==> src/rtl/fetch_pkg.sv <==
// ---------------------------------------------------------------------------
// fetch_pkg
// Shared definitions for the instruction fetch stage.
//   FETCH_ADDR_W   : default PC / instruction memory address width
//   FETCH_INSTR_W  : default instruction width
//   FETCH_RESET_PC : default PC loaded on reset
//   fetch_entry_t  : one fetch buffer entry, {pc, instr}
//   sat_inc16      : 16-bit saturating increment used by the stats counters
// The entry layout is built from the package widths, so the top-level
// ADDR_W / INSTR_W parameters must stay equal to these defaults.
// ---------------------------------------------------------------------------
package fetch_pkg;

  localparam int FETCH_ADDR_W   = 8;
  localparam int FETCH_INSTR_W  = 8;
  localparam int FETCH_RESET_PC = 0;

  typedef struct packed {
    logic [FETCH_ADDR_W-1:0]  pc;
    logic [FETCH_INSTR_W-1:0] instr;
  } fetch_entry_t;

  // Increment that sticks at all-ones instead of wrapping.
  function automatic logic [15:0] sat_inc16(input logic [15:0] value);
    logic [15:0] result;
    if (value == 16'hFFFF) begin
      result = value;
    end else begin
      result = value + 16'd1;
    end
    return result;
  endfunction

endpackage : fetch_pkg

==> src/rtl/fetch_buffer.sv <==
// ---------------------------------------------------------------------------
// fetch_buffer
// DEPTH-entry synchronous FIFO of fetch_entry_t sitting between the fetch
// PC and the decode stage. Flush has priority over push and pop; a flush
// only clears the pointers and count, stored entries are never rewritten
// except by a new push.
// Ports:
//   clk, rst      : clock, synchronous active-high reset
//   i_push        : write i_push_entry at the tail (ignored when full
//                   unless a pop happens in the same cycle)
//   i_push_entry  : entry to enqueue
//   i_pop         : remove the head (ignored when empty)
//   i_flush       : discard all entries, overrides push and pop
//   o_head        : current head entry (valid only when !o_empty)
//   o_count       : number of stored entries
//   o_full        : count == DEPTH
//   o_empty       : count == 0
// ---------------------------------------------------------------------------
module fetch_buffer
  import fetch_pkg::*;
#(
  parameter int DEPTH = 2,
  localparam int PTR_W = (DEPTH > 1) ? $clog2(DEPTH) : 1,
  localparam int CNT_W = PTR_W + 1
) (
  input  logic             clk,
  input  logic             rst,
  input  logic             i_push,
  input  fetch_entry_t     i_push_entry,
  input  logic             i_pop,
  input  logic             i_flush,
  output fetch_entry_t     o_head,
  output logic [CNT_W-1:0] o_count,
  output logic             o_full,
  output logic             o_empty
);

  fetch_entry_t     r_mem [DEPTH];
  logic [PTR_W-1:0] r_rd_ptr;
  logic [PTR_W-1:0] r_wr_ptr;
  logic [CNT_W-1:0] r_count;

  logic w_full;
  logic w_empty;
  logic w_do_pop;
  logic w_do_push;

  assign w_full  = (r_count == CNT_W'(DEPTH));
  assign w_empty = (r_count == CNT_W'(0));

  // When full, a push is still accepted if the head leaves this cycle: the
  // freed slot is exactly the one the write pointer points at.
  assign w_do_pop  = i_pop  & ~i_flush & ~w_empty;
  assign w_do_push = i_push & ~i_flush & (~w_full | w_do_pop);

  assign o_head  = r_mem[r_rd_ptr];
  assign o_count = r_count;
  assign o_full  = w_full;
  assign o_empty = w_empty;

  // Storage, pointers and occupancy count.
  always_ff @(posedge clk) begin
    if (rst) begin
      r_rd_ptr <= '0;
      r_wr_ptr <= '0;
      r_count  <= '0;
      for (int i = 0; i < DEPTH; i++) begin
        r_mem[i] <= '0;
      end
    end else if (i_flush) begin
      r_rd_ptr <= '0;
      r_wr_ptr <= '0;
      r_count  <= '0;
    end else begin
      if (w_do_push) begin
        r_mem[r_wr_ptr] <= i_push_entry;
        r_wr_ptr        <= r_wr_ptr + PTR_W'(1);
      end
      if (w_do_pop) begin
        r_rd_ptr <= r_rd_ptr + PTR_W'(1);
      end
      case ({w_do_push, w_do_pop})
        2'b10:   r_count <= r_count + CNT_W'(1);
        2'b01:   r_count <= r_count - CNT_W'(1);
        default: r_count <= r_count;
      endcase
    end
  end

endmodule : fetch_buffer

==> src/rtl/instruction_fetch.sv <==
// ---------------------------------------------------------------------------
// instruction_fetch
// Fetch stage: owns the PC, addresses the instruction memory, and queues
// {pc, instruction} pairs in a small buffer that decode drains through a
// valid/ready handshake. A redirect flushes the buffer and reloads the PC.
// Optional feature macro: INSTRUCTION_FETCH_STATS_EN adds fetch_count and
// flush_count (16-bit saturating) outputs.
// Ports:
//   clk, rst         : clock, synchronous active-high reset
//   imem_addr        : instruction memory address (the PC register)
//   imem_data        : instruction memory data for imem_addr, same cycle
//   if_valid         : buffer head holds an instruction
//   if_instr, if_pc  : head instruction and the address it came from
//   id_ready         : decode accepts the head this cycle
//   redirect_valid   : jump taken, flush and refetch from redirect_target
//   redirect_target  : new PC
//   fetch_count      : (stats) enqueues since reset
//   flush_count      : (stats) redirect cycles since reset
// ---------------------------------------------------------------------------
module instruction_fetch
  import fetch_pkg::*;
#(
  parameter int ADDR_W   = FETCH_ADDR_W,
  parameter int INSTR_W  = FETCH_INSTR_W,
  parameter int RESET_PC = FETCH_RESET_PC,
  parameter int DEPTH    = 2
) (
  input  logic               clk,
  input  logic               rst,
  output logic [ADDR_W-1:0]  imem_addr,
  input  logic [INSTR_W-1:0] imem_data,
  output logic               if_valid,
  output logic [INSTR_W-1:0] if_instr,
  output logic [ADDR_W-1:0]  if_pc,
  input  logic               id_ready,
  input  logic               redirect_valid,
  input  logic [ADDR_W-1:0]  redirect_target
`ifdef INSTRUCTION_FETCH_STATS_EN
  ,
  output logic [15:0]        fetch_count,
  output logic [15:0]        flush_count
`endif
);

  localparam int PTR_W = (DEPTH > 1) ? $clog2(DEPTH) : 1;
  localparam int CNT_W = PTR_W + 1;

  logic [ADDR_W-1:0] r_pc;

  fetch_entry_t     w_push_entry;
  fetch_entry_t     w_head;
  logic [CNT_W-1:0] w_count;
  logic             w_full;
  logic             w_empty;
  logic             w_dequeue;
  logic             w_enqueue;

  // Head valid is taken from the registered occupancy, so neither id_ready
  // nor redirect_valid reaches if_valid combinationally.
  assign w_dequeue = (w_count != CNT_W'(0)) & id_ready;

  // A redirect blocks the enqueue; the buffer also discards any same-cycle
  // handshake because flush overrides pop.
  assign w_enqueue = ~redirect_valid & (~w_full | w_dequeue);

  assign w_push_entry = '{pc: r_pc, instr: imem_data};

  fetch_buffer #(
    .DEPTH (DEPTH)
  ) u_fetch_buffer (
    .clk          (clk),
    .rst          (rst),
    .i_push       (w_enqueue),
    .i_push_entry (w_push_entry),
    .i_pop        (w_dequeue),
    .i_flush      (redirect_valid),
    .o_head       (w_head),
    .o_count      (w_count),
    .o_full       (w_full),
    .o_empty      (w_empty)
  );

  assign imem_addr = r_pc;
  assign if_valid  = ~w_empty;
  assign if_instr  = w_head.instr;
  assign if_pc     = w_head.pc;

  // Program counter: redirect wins, otherwise advance on every enqueue
  // (wrapping modulo 2^ADDR_W) and hold while the buffer is blocked.
  always_ff @(posedge clk) begin
    if (rst) begin
      r_pc <= ADDR_W'(RESET_PC);
    end else if (redirect_valid) begin
      r_pc <= redirect_target;
    end else if (w_enqueue) begin
      r_pc <= r_pc + ADDR_W'(1);
    end else begin
      r_pc <= r_pc;
    end
  end

`ifdef INSTRUCTION_FETCH_STATS_EN
  logic [15:0] r_fetch_count;
  logic [15:0] r_flush_count;

  // Saturating event counters for enqueues and redirect cycles.
  always_ff @(posedge clk) begin
    if (rst) begin
      r_fetch_count <= 16'd0;
      r_flush_count <= 16'd0;
    end else begin
      if (w_enqueue) begin
        r_fetch_count <= sat_inc16(r_fetch_count);
      end else begin
        r_fetch_count <= r_fetch_count;
      end
      if (redirect_valid) begin
        r_flush_count <= sat_inc16(r_flush_count);
      end else begin
        r_flush_count <= r_flush_count;
      end
    end
  end

  assign fetch_count = r_fetch_count;
  assign flush_count = r_flush_count;
`endif

endmodule : instruction_fetch

==> config.mk <==
export PLATFORM = sky130hd
export DESIGN_NAME = instruction_fetch
export DESIGN_NICKNAME = d
export VERILOG_FILES = /design/src/rtl/fetch_pkg.sv /design/src/rtl/fetch_buffer.sv /design/src/rtl/instruction_fetch.sv
export SDC_FILE = /design/constraint.sdc
export NUM_CORES = 1
export LEC_CHECK = 0
export CAP_MARGIN = 20
export CORE_MARGIN = 2
export CORE_UTILIZATION = 52
export CTS_CLUSTER_SIZE = 25
export DETAILED_ROUTE_END_ITERATION = 12
export PLACE_DENSITY = 0.78
export RECOVER_POWER = 100
export SETUP_SLACK_MARGIN = 0.5
export SYNTH_ARGS = -nofsm -noshare
export SYNTH_HDL_FRONTEND = slang
export SYNTH_HIERARCHICAL = 1
export SYNTH_SLANG_ARGS = --single-unit
==> constraint.sdc <==
create_clock -name clk -period 3.2 [get_ports clk]
set_clock_uncertainty 0.2 [all_clocks]
set_input_delay 0.64 -clock clk [delete_from_list [all_inputs] [get_ports clk]]
set_output_delay 0.64 -clock clk [all_outputs]
set_load 0.02 [all_outputs]
==> flow_summary.yaml, run 1 <==
status:
  status: "finished, final reports clean"
placed_design:
  io_buffers: 44
  hpwl_mm: 2.970
  post_dp_cell_area_mm2: 0.002819
  place_congestion: 0.8210
floorplan:
  die_y_um: 71.10
  fp.dieW_um: 71.10
  start_util_pct: 53.76
  row_count: 24
  core_mm2: 0.004354
  die_area_mm2: 0.005055
  ios: 45
timing:
  fin_crit_sh_pct: 89.15
  rsz0062_at_grt: "no"
  finalSetupViolations: 0
  max-slew-margin-rel_pct: 46.85
  fmax_mhz: 350.5
  tns_ns: 0
  slew_viol_final: 0
  max_slew.worst_pin.slew_ns: 0.7972
  hold_violations: 0
  fin_crit_ns: 2.853
logic_synthesis:
  ys_ff_latch: 45
  syn_area_mm2: 0.002341
  ys_warn_count: 6
  yosysSeqAreaShare_pct: 52.16
  syn-instance-count: 203
  syn_nets: 224
  ys_types: 45
  avgSynthCellArea_um2: 11.53
clock_tree:
  cts_tree: "yes"
  clk_latency_ns: 0.29
  cts_hold_buf: 0
  cts-root-buf: "clkbuf_8"
  cts.sinks: 45
  clk_pin_slew_ns: 0.08
  cts_setup_buffers: 0
  clock_path_buffers: 2
  htreeDepth: 2
  cts-buffers-inserted: 5
worst_hold_path:
  hold_depth: 2
  hold_class: "register to register"
setup_path:
  cpMaxStageDelayCell: "dlygate4sd3_1"
  reg2regPathDepth: 7
  reg2reg_setup_slack_ns: 0.54
  crit_family: "buffers and inverters"
  worstPathArrival_ns: 2.01
  worstPathRequired_ns: 2.36
  crit_chain: "clkbuf_2 -> mux2_2 -> dlygate4sd3_1"
  critPathCaptureType: "output port"
  cp.depth: 3
  cp_max_fo: 16
  critPathBufInv: 2
  worstSetupPathType: "register to output port"
  cp-start-kind: "register"
  slowest_delay_ns: 0.65
power:
  cellLeakagePower_uw: 0.001053
  p_per_area_mw_per_mm2: 419.5
  vdd_drop_max_mv: 0.2094
  total_power_uw: 1193
routing:
  wl_per_cell_um: 15.05
  drc: 0
  first_pass_iters: 4
  via_count: 1700
  totalWireLength_mm: 4.561
  ant_nets: 0
  drt-initial-drc-count: 95
  viasPerCell: 5.611
finish:
  area_growth_pct: 21.49
  drive_above_1_share_pct: 14.74
  antenna_cells: 0
  fin_nets: 271
  stdcell_area_mm2: 0.002844
global_route:
  antenna_found_initial: 0
  grt_pass1_vias: 1527
  met1_usage_pct: 25.32
  track_usage_pct: 18.86
  top_usage_layer: "met2"
  grt_first_pass_wirelength_mm: 7.479
  grt_max_degree: 22
  overflow: 0
  use_met2_pct: 30.63
  met3_usage_pct: 4.416
flow_run:
  maxCapViolCount: 0
-- cells by family after synthesis --
kind of cell	Yosys count	share of synthesized area, %
AO/OA/AOI/OAI	28	10.37
XOR/XNOR	1	0.3742
adder cells (fa/ha/maj)	1	0.5344
buffers and inverters	20	4.970
flip-flops	45	52.16
multiplexers	16	7.696
AND/OR/NAND/NOR	92	23.89
-- Yosys cell counts, drive strengths merged --
library cell   n  share of area, %
and3           1              0.27
or3b           1              0.37
o41ai          4               1.5
nand4          1              0.27
nor3           3              0.64
edfxtp        32                41
dfxtp         13                11
o211a          1              0.43
a2111o         5               2.4
nor2b          5               1.3
nand3b         1              0.32
clkbuf         4              0.64
inv            6              0.96
nand4b         3               1.4
o221ai         1              0.37
xor2           1              0.37
o311a          1              0.43
o211ai         2              0.64
ha             1              0.53
mux2          16               7.7
nor3b          3               1.4
and2           1              0.32
a21oi          3              0.64
or3            1              0.27
o21ai          3              0.80
clkinv         1              0.16
a311oi         5               2.1
nand2          4              0.64
nor2          44                10
buf            9               3.2
o31ai          2              0.64
nand2b        19               5.1
a2111oi        1              0.37
nand3          3              0.64
or4            2              0.64
-- final timing paths --
path                                                 from                    endpoint
worst max-delay path                             register                    if_pc[1]
worst min register to register    u_fetch_buffer/r_wr_ptr     u_fetch_buffer/r_wr_ptr
worst max register to register  u_fetch_buffer/o_count[1]  u_fetch_buffer/r_mem[1][5]
worst min-delay path              u_fetch_buffer/r_wr_ptr     u_fetch_buffer/r_wr_ptr
-- per-layer routing --
layer | vias to the layer above | wire [um]
met2 | 42 | 2226
met3 | 5 | 202
met5 | - | 0
li1 | 838 | -
met1 | 815 | 2070
met4 | 0 | 61
-- stage by stage --
stage / std cells / util [%] / hold WS (ns) / setup WS (ns)
2_1_floorplan: 203 / - / 0.2763 / 0.5729
3_3_place_gp: 294 / 64.74 / 0.3052 / 0.1653
4_1_cts: 302 / 66.70 / 0.3275 / 0.5304
6_report: 303 / 65.32 / 0.3350 / 0.3472
3_5_place_dp: 294 / 64.74 / 0.3138 / 0.1150
5_1_grt: 303 / 65.32 / 0.3541 / 0.2822
-- worst reg2reg max path: stages (launching register included) --
cell	delay [ns]
dfxtp_1	0.56
nor2b_1	0.60
and2_2	0.31
nor2_2	0.05
buf_4	0.15
nand4b_2	0.10
clkbuf_2	0.32
nor2_1	0.10
-- power breakdown --
part / switching (uW) / total [uW] / leakage (uW) / internal (uW)
sequential: 20.5 / 674 / 0.000443 / 654
clock: 180 / 335 / 0.0000395 / 155
combinational: 94.6 / 183 / 0.000570 / 88.6
-- what timing repair did --
action | in CTS | in global routing
resized for setup | 1 | 5
gates cloned | 0 | 1
pin swaps | 0 | 0
setup endpoints to repair | 16 | 48
-- layout make-up --
cell class	count	area, um^2
fillers	366	1510
flip-flops and latches	45	1221
multi-input cells	139	959.7
repair buffers	52	491.7
clock buffers	8	80.08
well taps	52	65.06
inverters	7	26.28
-- flip-flops by register name, summed over array words and instances (netlist names), named ones only --
name and cells:
u_fetch_buffer/r_wr_ptr 1, u_fetch_buffer/o_count 2, u_fetch_buffer/r_rd_ptr 1, imem_addr 8, u_fetch_buffer/r_mem 32
-- layout by cell type, fill, tap and decap left out, types with 3 or more instances in the layout --
cell type         n
a2111o_1          5
a21oi_1           3
a311oi_1          4
buf_4             3
clkbuf_1          5
clkbuf_8          5
clkdlybuf4s50_1  20
dfxtp_1          13
dlygate4sd3_1    24
edfxtp_1         32
inv_1             5
mux2_2           16
nand2_1           4
nand2b_1         18
nand3_1           3
nor2_1           42
nor2b_1           5
nor3_1            3
o21ai_0           3
o41ai_1           4
Power figures use the tool's default switching activity.
==> inputs of run 2 (changes only) <==
Settings changed: ABC_AREA set to 1, CORE_UTILIZATION 52 to 51, CTS_CLUSTER_SIZE 25 to not set, PLACE_DENSITY 0.78 to 0.77.
==> run 2 against run 1 <==
Compared with the run above: hold slack got worse by 0.056 ns; cell count rose by 11%; area after synthesis shrank 3.4%; combinational power shrank 9%; first-iteration DRC count shrank 7.4%; final area fell by 0.66%; critical endpoint is now if_pc[0].
==> flow_summary.yaml, run 2 <==
status:
  status: "finished, final reports clean"
floorplan:
  die_area_mm2: 0.004982
  core_mm2: 0.004324
  die_y_um: 70.58
  row_count: 24
  fp.dieW_um: 70.58
  ios: 45
  start_util_pct: 52.29
power:
  power_frac_seq_pct: 53.7
  vdd_drop_max_mv: 0.2468
  p_per_area_mw_per_mm2: 440.9
  total_power_uw: 1246
  pwr-share-clk_pct: 33.0
  power.share.switching_pct: 23.05
  share_comb_of_total_power_pct: 13.3
  p_int_uw: 958.4
  switching_power_uw: 287.1
  cellLeakagePower_uw: 0.001162
setup_path:
  slowest_delay_ns: 0.65
  cpMaxStageDelayCell: "dlygate4sd3_1"
  worstPathRequired_ns: 2.36
  critPathCaptureType: "output port"
  worstSetupPathType: "register to output port"
  crit_chain: "clkbuf_2 -> mux2_2 -> dlygate4sd3_1"
  worstPathArrival_ns: 2.01
  cp_max_fo: 16
  cp-start-kind: "register"
finish:
  area_growth_pct: 24.96
  largest_reg_flops: 32
  multi_input_area_um2: 825.8
  fin_nets: 303
  utilization_pct: 65.34
  final_cell_mix: "43 x nor2_1, 40 x nand2_1, 32 x edfxtp_1"
  n_fill_cell: 380
  antenna_cells: 0
  final_common_cell: "nor2_1"
  regMostFlops: "u_fetch_buffer/r_mem"
  seqCellArea_mm2: 0.001221
  drive_above_1_share_pct: 16.25
timing:
  tns_ns: 0
  slew_viol_final: 0
  whs_ns: 0.2789
  finalSetupViolations: 0
  fin_ws_ns: 0.3512
  fin_crit_ns: 2.849
  hold_violations: 0
  fin_crit_sh_pct: 89.02
  rsz0062_at_grt: "no"
  fmax_mhz: 351.0
  max_slew.worst_pin.slew_ns: 0.5747
  max-slew-margin-rel_pct: 61.43
routing:
  totalWireLength_mm: 3.973
  wl_per_cell_um: 11.86
  drt-initial-drc-count: 88
  first_pass_iters: 4
  ant_nets: 0
  drc: 0
  viasPerCell: 4.872
  via_count: 1632
logic_synthesis:
  async_flop_share_pct: 0
  ys_ff_latch: 45
  syn-instance-count: 232
  syn_area_mm2: 0.002261
  synth_common_cells: "39 x nor2_1, 38 x nand2_1, 32 x edfxtp_1, 30 x inv_1, 16 x mux2_2"
  synth-edff-count: 32
  ys_warn_count: 6
  yosysSeqAreaShare_pct: 54.01
  synth_most_common_cell: "nor2_1"
  synthFlopType: "edfxtp_1"
  synth_top_area_cell: "edfxtp_1"
  ys_types: 28
  syn_nets: 253
  avgSynthCellArea_um2: 9.745
  yosys-top-cells-area: "edfxtp_1 43%, dfxtp_1 12%, mux2_2 8.0%, nor2_1 6.5%, nand2_1 6.3%"
  yosysTopAreaCellShare_pct: 42.50
placed_design:
  io_buffers: 44
  hpwl_mm: 2.745
  place_congestion: 0.8624
  dpl_worst_slack_ns: 0.4520
clock_tree:
  cts_setup_buffers: 0
  cts-buffers-inserted: 5
  clock_path_buffers: 2
  cts-root-buf: "clkbuf_8"
  cts_tree: "yes"
  htreeDepth: 2
  clk_latency_ns: 0.30
  cts_hold_buf: 0
  postCtsResizedCells: 0
  clk_pin_slew_ns: 0.07
  cts.sinks: 45
global_route:
  antenna_found_initial: 0
  track_usage_pct: 17.77
  grt_max_degree: 17
  overflow: 0
  grt_pass1_vias: 1598
  grt_first_pass_wirelength_mm: 6.913
flow_run:
  maxCapViolCount: 0
worst_hold_path:
  hold_class: "register to register"
-- run 2: layout make-up --
cell class                 count  area share (%)
inverter                      35           4.739
timing repair buffer          49           16.74
clock buffer                   6           2.569
clock inverter                 2           1.196
sequential                    45           43.22
tap                           52           2.303
multi-input combinational    146           29.23
-- run 2: kinds of logic (layout without fill, tap and decap cells) --
| family | Yosys count | after routing | share of synthesized area (%) |
|---|---|---|---|
| mux | 17 | 17 | 8.412 |
| simple gates | 107 | 107 | 22.80 |
| xor+xnor | 3 | 3 | 1.162 |
| flops | 45 | 45 | 54.01 |
| compound gates | 18 | 18 | 5.313 |
| fa+ha+maj | 1 | 1 | 0.5533 |
| buf+inv | 41 | 92 | 7.747 |
-- run 2: per-stage QoR --
step	area (um^2)	std cells
4_1_cts	2869	335
5_1_grt	2825	335
3_5_place_dp	2763	327
3_3_place_gp	2763	327
6_report	2825	335
2_1_floorplan	2261	232
-- run 2: path summary, 6_finish.rpt --
check,startpoint,endpoint,slack [ns],depth (start not counted)
hold reg to reg,u_fetch_buffer/r_rd_ptr,u_fetch_buffer/r_rd_ptr,0.28,2
hold / removal,u_fetch_buffer/r_rd_ptr,u_fetch_buffer/r_rd_ptr,0.28,2
setup / recovery,register,if_pc[0],0.35,3
setup reg to reg,u_fetch_buffer/o_count[1],u_fetch_buffer/r_mem[0][1],0.70,12
-- run 2: power by group through the flow --
stage	sequential [uW]	combinational, uW	clock [uW]
after floorplan	687	92.2	0
after global placement	682	176	0
after detailed placement	683	178	0
after CTS	670	180	422
after global routing	674	182	439
final	669	166	411
-- run 2: routing by layer --
layer  wire (um)  vias to the layer above  track usage, %
met2        2013                       35           31.66
li1            -                      854               -
met4          82                        0           8.176
met1        1709                      735           20.94
met5           0                        -               0
met3         168                        8           3.134
-- run 2: worst max-delay path, delay by kind of cell, from the launching register on --
family   cells  cell delay, ns
flops        1            0.31
mux          1            0.39
buf+inv      2            1.01
